**config.mk**
```make
export PLATFORM = sky130hd
export DESIGN_NAME = dual_port_ram_gen
export DESIGN_NICKNAME = d
export VERILOG_FILES = /design/src/rtl/dual_port_ram_gen.sv
export SDC_FILE = /design/constraint.sdc
export NUM_CORES = 1
export LEC_CHECK = 0
export ABC_CLOCK_PERIOD_IN_PS = 3100
export BUFFER_PORTS_ARGS = -buffer_cell sky130_fd_sc_hd__buf_2
export CAP_MARGIN = 20
export CORE_UTILIZATION = 45
export DETAILED_ROUTE_END_ITERATION = 6
export GPL_ROUTABILITY_DRIVEN = 0
export PLACE_DENSITY_LB_ADDON = 0.3
export SLEW_MARGIN = 40
export SYNTH_ARGS = -nofsm -noshare
export SYNTH_HDL_FRONTEND = slang
export SYNTH_SLANG_ARGS = --single-unit
export TNS_END_PERCENT = 10
```
**constraint.sdc**
```tcl
create_clock -name clk -period 3.1 [get_ports clk]
set_input_delay 0.31 -clock clk [delete_from_list [all_inputs] [get_ports clk]]
set_output_delay 0.31 -clock clk [all_outputs]
set_load 0.05 [all_outputs]
```
**src/rtl/dual_port_ram_gen.sv**
```systemverilog
// ---------------------------------------------------------------------------
// dual_port_ram_gen
//   Simple dual-port RAM with one clock. Port A can write and read at the
//   same address, while port B is read-only. After every reset the block
//   clears the whole array with an internal counter before it accepts any
//   port activity. Same-address read-during-write returns either the old
//   word (RDW_MODE = 0) or the incoming word (RDW_MODE = 1).
//
// Ports
//   clk        single clock, all state updates on the rising edge
//   rst        asynchronous, active-high reset
//   wea        port A write enable
//   rea        port A read enable
//   addra      port A address (write and read)
//   dina       port A write data
//   reb        port B read enable
//   addrb      port B read address
//   douta      port A registered read data
//   valida     douta was updated by the last edge
//   doutb      port B registered read data
//   validb     doutb was updated by the last edge
//   init_busy  memory clear in progress; port activity is ignored
// ---------------------------------------------------------------------------
module dual_port_ram_gen #(
  parameter int DATA_W   = 8,
  parameter int ADDR_W   = 4,
  parameter int RDW_MODE = 0
) (
  input  logic              clk,
  input  logic              rst,
  input  logic              wea,
  input  logic              rea,
  input  logic [ADDR_W-1:0] addra,
  input  logic [DATA_W-1:0] dina,
  input  logic              reb,
  input  logic [ADDR_W-1:0] addrb,
  output logic [DATA_W-1:0] douta,
  output logic              valida,
  output logic [DATA_W-1:0] doutb,
  output logic              validb,
  output logic              init_busy
);

  localparam int DEPTH = 2 ** ADDR_W;

  typedef enum logic {INIT, READY} state_t;

  state_t            state;
  state_t            state_next;
  logic [ADDR_W-1:0] clr_cnt;
  logic [DATA_W-1:0] mem [DEPTH];

  logic              ready;
  logic              wr_en;
  logic [ADDR_W-1:0] wr_addr;
  logic [DATA_W-1:0] wr_data;
  logic              fwd_a;
  logic              fwd_b;

  // State register.
  always_ff @(posedge clk or posedge rst) begin
    if (rst) begin
      state <= INIT;
    end else begin
      state <= state_next;
    end
  end

  // Leave INIT on the edge that clears the last address. The counter is
  // all ones exactly when it points at DEPTH-1.
  always_comb begin
    state_next = state;
    case (state)
      INIT:    if (&clr_cnt) state_next = READY;
      READY:   state_next = READY;
      default: state_next = INIT;
    endcase
  end

  assign ready     = (state == READY);
  assign init_busy = (state == INIT);

  // The clear counter only advances during INIT. Every reset returns it to 0,
  // so the full sweep is repeated after each reset.
  always_ff @(posedge clk or posedge rst) begin
    if (rst) begin
      clr_cnt <= '0;
    end else if (state == INIT) begin
      clr_cnt <= clr_cnt + ADDR_W'(1);
    end
  end

  // A single write port is shared between the clear sweep and user writes.
  // Writes are blocked while rst is high, so a write already in progress
  // when reset arrives never reaches the array.
  always_comb begin
    wr_en   = 1'b0;
    wr_addr = addra;
    wr_data = dina;
    if (!rst) begin
      if (state == INIT) begin
        wr_en   = 1'b1;
        wr_addr = clr_cnt;
        wr_data = '0;
      end else begin
        wr_en = wea;
      end
    end
  end

  // The array itself has no reset. Its contents are only zeroed by the sweep.
  always_ff @(posedge clk) begin
    if (wr_en) begin
      mem[wr_addr] <= wr_data;
    end
  end

  // Write-first forwarding. Read-first needs no extra logic, because the
  // array read sees the value from before the nonblocking write.
  assign fwd_a = (RDW_MODE == 1) && wea;
  assign fwd_b = (RDW_MODE == 1) && wea && (addrb == addra);

  // Registered read ports. The data outputs keep their value whenever they
  // are not loaded, and the valid flags are one-cycle pulses.
  always_ff @(posedge clk or posedge rst) begin
    if (rst) begin
      douta  <= '0;
      doutb  <= '0;
      valida <= 1'b0;
      validb <= 1'b0;
    end else begin
      valida <= ready && rea;
      validb <= ready && reb;
      if (ready && rea) begin
        douta <= fwd_a ? dina : mem[addra];
      end
      if (ready && reb) begin
        doutb <= fwd_b ? dina : mem[addrb];
      end
    end
  end

endmodule

```
==> summary by stage, run 1 <==
Clock tree
The clock drives around 150 sinks. The maximum clock insertion buffer count is 2. Buffers added to address setup during post-CTS repair amount to 0. The clock transition time at the flip-flop clock pins of the worst setup and hold paths is around 0.06 ns. The worst-skew pair later-pin latency is 0.43 ns. The CTS tree is built. Once the clock tree was built, the resizer swapped 0 gates to a different size. After clock tree synthesis, the flow added hold-fix buffers numbering 1. The cell chosen for the clock root is sky130_fd_sc_hd__clkbuf_16.

In this run the number of H-tree levels came out at 4. Buffers inserted during clock tree synthesis total 17.

Outcome
The flow ran to the end, and the final reports show no timing, DRC or antenna violations.

Worst setup path
Along the worst path, the maximum fanout reaches 18. The required time of the worst setup path is 3.15 ns. The worst setup path is launched from a flop.

The critical path class is reg2reg. Grouping stages by cell kind, the critical path spends the most delay in simple AND/OR/NAND/NOR gates. In this run the register-to-register setup slack is between 0.6 and 0.7 ns. The end of the worst register-to-register path is mem[1][1].

The worst reg-to-reg path cell count is 4. The arrival time at the worst endpoint is between 2 and 2.5 ns. The sort of element at the end of the critical path is a flop.

In this run the worst setup path begins at ready. The source of the worst register-to-register timing path is ready. The master of the slowest instance on the critical path is sky130_fd_sc_hd__nor2_1.

The largest single stage delay on the critical path is roughly 0.60 ns. The critical path buffer and inverter count is 0. Traced cell by cell, the critical path runs through nor2_4, mux2i_1, nand2_1, nor2_1.

Detailed routing
For this run, design rule violations remaining after detail routing come to 0. The iteration-0 DRC count of the detailed router is 354. The total wire length is 18,900 microns. The detail route stage leaves a number of antenna-violating nets equal to 0. Dividing the detail-routed via count by the number of cells gives about 6. The via count is around 4.7k. After detailed routing, the average wire length per cell comes to roughly 23 microns.

For this run, the detailed router's first-pass iteration total came to 5.

STA
The final hold slack is between 0.3 and 0.4 ns. The final-report setup violation count is 0. At the pin with the least slew margin, the transition time is 0.847 ns.

The number of failing hold endpoints at the final stage is 0. The setup skew after layout is about 0.010 ns. The worst-case setup margin in the final layout is about 0.69 ns. The setup TNS is 0 ns.

The max-slew violation count was 0. The relative max-transition margin is ~43%. The final period demand of the worst path is approximately 2.4 ns. Dividing the final minimum period by the clock period gives around 78%. Setup repair after global routing left no endpoint under its margin. Based on the critical path, the design can be clocked at up to 0.415 GHz.

Power
The relative contribution of sequential cells to total power is between 40% and 50%. The net switching component of the power is between 0.001 and 0.0015 W. The areal power density over the cells is ~600 nW/um^2.

The clock network is responsible for between 40% and 50% of the overall power. In this run switching power makes up between 20% and 30% of total power. The internal power summed over all cells is 0.00358 W. The maximum resistive drop on vdd is around 0.46 mV. The total leakage power is ~3.1 nW.

The portion of total power attributed to combinational logic is 10.3%.

Global route
The first global-routing pass estimated 28,400 microns of wire. The global route total overflow is 0. The initial antenna violation count was 0.

The number of global-route vias before repair is 4,770. The global-route usage over all layers is approximately 24%. The maximum number of pins on one net before global-route repair is 37.

Yosys
The flip-flop cell with the highest count after synthesis is sky130_fd_sc_hd__edfxtp_1. Counting flops and latches in the post-synthesis netlist gives 151. Yosys printed 0 warnings.

Dividing the synthesized area by the synthesized cell count gives between 10 and 15 sq um. Synthesis handed over a netlist of roughly 530 instances. The synthesized netlist net count is 553. The post-synthesis instance area is roughly 7000 sq um. The share of the Yosys chip area taken by registers is 61.5%. The fraction of synthesis flops using an asynchronous set or reset pin is 15.2%. The synthesized design contains approximately 130 enable-type register cells. The number of different library cells in the post-synthesis netlist is 36.

Run
Max-cap violations in this run came to 0.

Cells and area
Cells fill 53.2% of the core in the end. The net count of the finished layout is approximately 600. The synthesis-to-finish area growth is 13.8%.

Leaving out filler cells and counting taps, the final layout contains ~810. Cells with a size suffix above 1 make up between 10% and 20% of the layout.

Floorplanning
The floorplan step defined a core boundary enclosing 15,400 sq um. The height of the die is 128 microns. The floorplan step set the die width to about 130 microns. The area of the die is roughly 16,000 sq um. The floorplan has 45 rows. The number of ports placed on the die boundary is 40. For this configuration, the core starts out at a cell density of a little under half.

Placement
The placed wire-length estimate is approximately 13,000 microns. OpenSTA, run right after detailed placement, puts the worst setup slack at about 0.7 ns. Once placement completed, the tool counted placed cells totaling about 770. The quantity of I/O buffers inserted on ports is 39.

Min path
Along the worst hold path, the cell count comes to 3. The path with the worst hold slack has its endpoint at valida. The start point of the worst hold path is rea. In this run the worst hold path is classified as in2reg.
placed cells by master, fill, tap and decap left out, types with 2 or more instances in the layout:
cell type                    netlist  routed
sky130_fd_sc_hd__dfrtp_1          23      23
sky130_fd_sc_hd__nor2_2            2       4
sky130_fd_sc_hd__clkinvlp_4        0       6
sky130_fd_sc_hd__xnor2_1           3       3
sky130_fd_sc_hd__nand4_1          17      17
sky130_fd_sc_hd__a31oi_1           2       2
sky130_fd_sc_hd__mux2i_1         126     126
sky130_fd_sc_hd__a31oi_2           2       2
sky130_fd_sc_hd__bufinv_16         0       2
sky130_fd_sc_hd__clkbuf_16         0      17
sky130_fd_sc_hd__nand2_2           2       2
sky130_fd_sc_hd__nor2_1           19      17
sky130_fd_sc_hd__nand2_1          62      62
sky130_fd_sc_hd__mux2_2            2       2
sky130_fd_sc_hd__inv_1             6       5
sky130_fd_sc_hd__nand3_1          33      33
sky130_fd_sc_hd__a22oi_1          39      39
sky130_fd_sc_hd__inv_6             0       2
sky130_fd_sc_hd__and2_1            2       2
sky130_fd_sc_hd__buf_4            11      21
sky130_fd_sc_hd__clkinv_4          0       3
sky130_fd_sc_hd__edfxtp_1        128     128
sky130_fd_sc_hd__buf_2             7      37
sky130_fd_sc_hd__a21oi_1           9       9
sky130_fd_sc_hd__nor2b_1          10      10
sky130_fd_sc_hd__mux4_2            2       2
cell usage after synthesis (2+ instances only):
library cell	n	area, sq um
sky130_fd_sc_hd__a21oi_1	9	45.0
sky130_fd_sc_hd__a22oi_1	39	293
sky130_fd_sc_hd__a31oi_1	2	12.5
sky130_fd_sc_hd__a31oi_2	2	25.0
sky130_fd_sc_hd__and2_1	2	12.5
sky130_fd_sc_hd__buf_2	7	35.0
sky130_fd_sc_hd__buf_4	11	82.6
sky130_fd_sc_hd__buf_6	9	101
sky130_fd_sc_hd__clkbuf_2	2	10.0
sky130_fd_sc_hd__dfrtp_1	23	576
sky130_fd_sc_hd__edfxtp_1	128	3840
sky130_fd_sc_hd__inv_1	6	22.5
sky130_fd_sc_hd__mux2_2	2	22.5
sky130_fd_sc_hd__mux2i_1	126	1260
sky130_fd_sc_hd__mux4_2	2	45.0
sky130_fd_sc_hd__nand2_1	62	233
sky130_fd_sc_hd__nand2_2	2	12.5
sky130_fd_sc_hd__nand3_1	33	165
sky130_fd_sc_hd__nand4_1	17	106
sky130_fd_sc_hd__nor2_1	19	71.3
sky130_fd_sc_hd__nor2_2	2	12.5
sky130_fd_sc_hd__nor2b_1	10	62.6
sky130_fd_sc_hd__xnor2_1	3	26.3
worst max path at each step:
| stage | to | slack [ns] | cells after the start |
|---|---|---|---|
| 2_1_floorplan | mem[5][0] | 1.24 | 5 |
| 3_3_place_gp | mem[13][1] | 0.81 | 4 |
| 3_5_place_dp | mem[0][6] | 0.71 | 4 |
| 4_1_cts | mem[0][0] | 0.70 | 4 |
| 5_1_grt | mem[1][1] | 0.54 | 4 |
| 6_report | mem[1][1] | 0.69 | 4 |
power groups by stage:
| stage | Clock [W] | Sequential, W | Combinational, W |
|---|---|---|---|
| after floorplan | 0 | 0.00241 | 0.000240 |
| after global placement | 0 | 0.00231 | 0.000485 |
| after detailed placement | 0 | 0.00231 | 0.000488 |
| after CTS | 0.00206 | 0.00227 | 0.000491 |
| after global routing | 0.00213 | 0.00227 | 0.000521 |
| final | 0.00203 | 0.00227 | 0.000494 |
stage by stage:
step | area [sq um] | power (W)
floorplan | 7180 | 0.00265
global placement | 7580 | 0.00280
detailed placement | 7580 | 0.00280
CTS | 8170 | 0.00482
global route | 8170 | 0.00493
finish | 8180 | 0.00480
logic make-up (layout without fill, tap and decap cells):
family | Yosys count | count (layout) | share of synthesized area [%]
flip-flops | 151 | 151 | 61.5
XOR/XNOR | 3 | 3 | 0.366
adder cells (fa/ha/maj) | 1 | 1 | 0.174
other | 0 | 1 | 0
AO/OA/AOI/OAI | 53 | 53 | 5.33
AND/OR/NAND/NOR | 157 | 157 | 10.6
multiplexers | 130 | 130 | 18.5
buffers and inverters | 36 | 98 | 3.55
final cells by class:
cell class	count	area, sq um
Timing Repair Buffer	60	373
Fill cell	1283	7190
Multi-Input combinational cell	344	2510
Tap cell	211	264
Sequential cell	151	4420
Clock buffer	18	429
Inverter	6	22.5
Antenna cell	1	2.50
Clock inverter	14	153
tightest hold or removal path: stages:
cell	delay, ns
sky130_fd_sc_hd__buf_2	0.09
sky130_fd_sc_hd__nand2_2	0.19
sky130_fd_sc_hd__inv_1	0.10
state kept, by name (all words and copies together) (netlist names):
name	cells
clr_cnt	4
valida	1
doutb	8
douta	8
mem	128
validb	1
ready	1
per-layer routing:
metal	vias up	share of wire [%]	track usage, %
met2	209	48	39.7
met5	-	0	0
li1	2121	-	-
met3	32	7.0	5.45
met1	2376	42	31.8
met4	0	2.7	10.3
Note: power is estimated with default switching activity, not from simulation.
==> run 2: changes to the inputs <==
--- a/config.mk
+++ b/config.mk
@@ -5,7 +5,7 @@
 export SDC_FILE = /design/constraint.sdc
 export NUM_CORES = 1
 export LEC_CHECK = 0
-export ABC_CLOCK_PERIOD_IN_PS = 3100
+export ABC_CLOCK_PERIOD_IN_PS = 1900
 export BUFFER_PORTS_ARGS = -buffer_cell sky130_fd_sc_hd__buf_2
 export CAP_MARGIN = 20
 export CORE_UTILIZATION = 45
==> constraint.sdc (replaced) <==
create_clock -name clk -period 1.9 [get_ports clk]
set_input_delay 0.19 -clock clk [delete_from_list [all_inputs] [get_ports clk]]
set_output_delay 0.19 -clock clk [all_outputs]
set_load 0.05 [all_outputs]
==> run 2 against run 1 <==
  * Die area did not move
  * Clock skew fell by 0.0027 ns
  * Routed wire length rose by 2.6%
  * Cell area rose by 3.9%
  * Utilization rose by 2.1 points
  * Count of clock-buffer cells in the layout did not move
  * Via count rose by 2.8%
  * Sequential cell count did not move
  * Hold slack got worse by 0.13 ns
  * Setup slack got worse by 0.64 ns
  * Combinational power rose by 74%
  * Critical path type unchanged
  * Critical endpoint is now mem[0][3]
  * Largest cell class unchanged
==> summary by stage, run 2 (synthesis results as in run 1) <==
Power
The fraction of power spent switching nets is around a quarter. Dividing total power by cell area gives a power density of 916 nW/um^2. The portion of total power attributed to combinational logic is 11.0%.

The total power of the final layout is between 0.007 and 0.008 W. The internal power of the cells totals 0.00585 W. The relative contribution of sequential cells to total power is between 40% and 50%.

The net switching component of the power is about 0.0019 W. The worst-case IR drop observed on VDD is about 0.9 mV. The total leakage power is 3.34 nW.

The clock network is responsible for around 41% of the overall power.

STA
After layout, the worst path uses a little over nine tenths of the clock period. The number of failing hold endpoints at the final stage is 0. Between clock sinks in the finished design, the worst skew comes to about 0.0077 ns. The setup TNS is 0 ns. For the pin with the worst max-slew slack, the measured transition is between 0.5 and 0.6 ns. The max-slew violation count is 0. The relative max-transition margin is a little under two thirds. The final period demand of the worst path is 1.85 ns. Across all hold checks on the routed design, the worst slack comes to about 0.18 ns. The maximum clock frequency is approximately 0.54 GHz. Setup violations remaining at the end of the flow were counted as 0.

Floorplanning
The core outline area is 15,400 sq um. Measured along the x axis, the die boundary spans 128 microns. The number of ports placed on the die boundary is 40. The effective utilization at floorplan is a little under half. The die is 128 microns tall. The area of the die is 16,500 sq um. The floorplan has between 40 and 50 rows.

Detailed routing
The total wire length is approximately 19,000 microns. The detailed router finished its first iteration with 360 violations. The detail-routed net length per standard cell is approximately 23 microns. After detailed routing, the number of remaining DRC violations is 0.

Dividing the detail-routed via count by the number of cells gives 5.80. The via count is between 4k and 5k. The first detailed-routing pass ran for 5 iterations. The count of nets left with antenna violations once routing finished came out at 0.

Min path
The worst hold path begins at addrb[0]. The path with the worst hold slack has its endpoint at doutb[5]. Counting instances, the worst hold path has a depth of 3. The path class of the tightest hold or removal check is in2reg.

Global route
The global route total overflow is 0. Global routing used 25.0% of the available tracks. The wire length of the first global-routing pass is 29,000 microns. The number of global-route vias before repair is ~5k. The initial antenna violation count is 0. The maximum number of pins on one net before global-route repair is 29.

Worst setup path
The worst-path maximum fanout is 7. The required time of the worst setup path is roughly 2.1 ns. The worst setup path is captured at a flop.

STA puts the critical path data arrival time at between 2 and 2.5 ns. The end of the worst register-to-register path is mem[0][3]. The internal reg-to-reg setup slack is approximately 0.050 ns. The startpoint identified for the worst register-to-register timing path is ready. The worst register-to-register path has a depth of 7. The type of origin of the critical path is a flop. The critical path class is reg2reg. The critical path launch point is ready.

Cells and area
In the final layout, the share of cells above drive strength 1 is a little under a quarter. The most common cell after layout, fill and taps aside is sky130_fd_sc_hd__edfxtp_1. In the final layout, the registers with the most flip-flops are mem (128), douta (8), doutb (8). Leaving out fill and tap cells, the most frequent cells in the layout are sky130_fd_sc_hd__edfxtp_1 (128), sky130_fd_sc_hd__mux2i_1 (126), sky130_fd_sc_hd__nand2_1 (62), sky130_fd_sc_hd__buf_4 (52), sky130_fd_sc_hd__a22oi_1 (39). The number of antenna diodes in the final layout is 0. The flip-flop count of the largest register, all copies and words added is between 100 and 150.

Fill cells in the final layout number between 1k and 1.5k. Leaving out filler cells and counting taps, the final layout contains 840. The area growth from synthesis to layout is 18.3%. The count of nets after finishing is about 640. The final instance area is between 8000 and 9000 sq um. mem holds more flip-flops than any other register.

Clock tree
For this design, the sink count on the clock tree is approximately 150. The CTS tree is built. The count of buffers added by post-CTS timing repair for setup is 0. Clock tree synthesis selected as its root buffer the cell sky130_fd_sc_hd__clkbuf_16. The clock passes through at most 2 buffers.

The clock transition time at the flip-flop clock pins of the worst setup and hold paths is roughly 0.06 ns. The number of H-tree levels is 4. The clock buffer count from CTS is 17. The worst-skew pair later-pin latency is between 0.4 and 0.5 ns.

Run
Max-cap violations in this run came to 0.

Outcome
The flow ran to the end, and the final reports show no timing, DRC or antenna violations.

Placement
Once detailed placement completed, the half-perimeter wirelength came to 13,700 microns. The quantity of I/O buffers inserted on ports is 39. The instance count after placement with tap cells included is just over 800. After detailed placement, the total cell area comes to about 8000 sq um.
## run 2: worst max-delay path: stages, from the launching register on
cell and delay (ns):
sky130_fd_sc_hd__dfrtp_2 0.44, sky130_fd_sc_hd__nor2_4 0.16, sky130_fd_sc_hd__buf_4 0.17, sky130_fd_sc_hd__buf_4 0.17, sky130_fd_sc_hd__nor3_1 0.06, sky130_fd_sc_hd__a31oi_2 0.30, sky130_fd_sc_hd__nor2_1 0.13, sky130_fd_sc_hd__buf_4 0.18
## run 2: area by class of cell
type	instances	area, sq um	share of cell area [%]
Tap cell	211	264	3.11
Sequential cell	151	4420	52.0
Inverter	6	22.5	0.265
Clock buffer	18	429	5.05
Timing Repair Buffer	96	697	8.20
Clock inverter	14	136	1.60
Multi-Input combinational cell	344	2530	29.8
## run 2: stage by stage
| step | setup WS [ns] | utilization, % |
|---|---|---|
| after floorplan | 0.0363 | - |
| after global placement | -0.00961 | 51.4 |
| after detailed placement | -0.0937 | 51.4 |
| after CTS | -0.114 | 55.2 |
| after global routing | -0.00163 | 55.3 |
| final | 0.0497 | 55.3 |
## run 2: metal layers
metal	vias up	global-route usage [%]	share of wire (%)
met2	156	43.5	50
met1	2469	29.0	41
li1	2188	-	-
met5	-	0	0
met3	57	4.82	4.6
met4	0	14.2	4.5
## run 2: power by group through the flow
stage | combinational (W) | clock [W] | sequential, W
2_1_floorplan | 0.000391 | 0 | 0.00393
3_3_place_gp | 0.000838 | 0 | 0.00376
3_5_place_dp | 0.000849 | 0 | 0.00377
4_1_cts | 0.000856 | 0.00326 | 0.00370
5_1_grt | 0.000902 | 0.00338 | 0.00370
6_report | 0.000860 | 0.00323 | 0.00370
## run 2: how the worst max path moves through the flow
stage	end	slack (ns)
after floorplan	mem[5][0]	0.04
after global placement	mem[1][4]	-0.01
after detailed placement	mem[1][6]	-0.09
after CTS	mem[1][6]	-0.11
after global routing	mem[13][2]	-0.002
final	mem[0][3]	0.05
## run 2: repair_timing
| item | in CTS | in global routing |
|---|---|---|
| gates resized for setup | 2 | 7 |
| hold endpoints to repair | 12 | 0 |
| setup endpoints to repair | 45 | 61 |
| pin swaps | 0 | 1 |
| hold buffers | 1 | 0 |
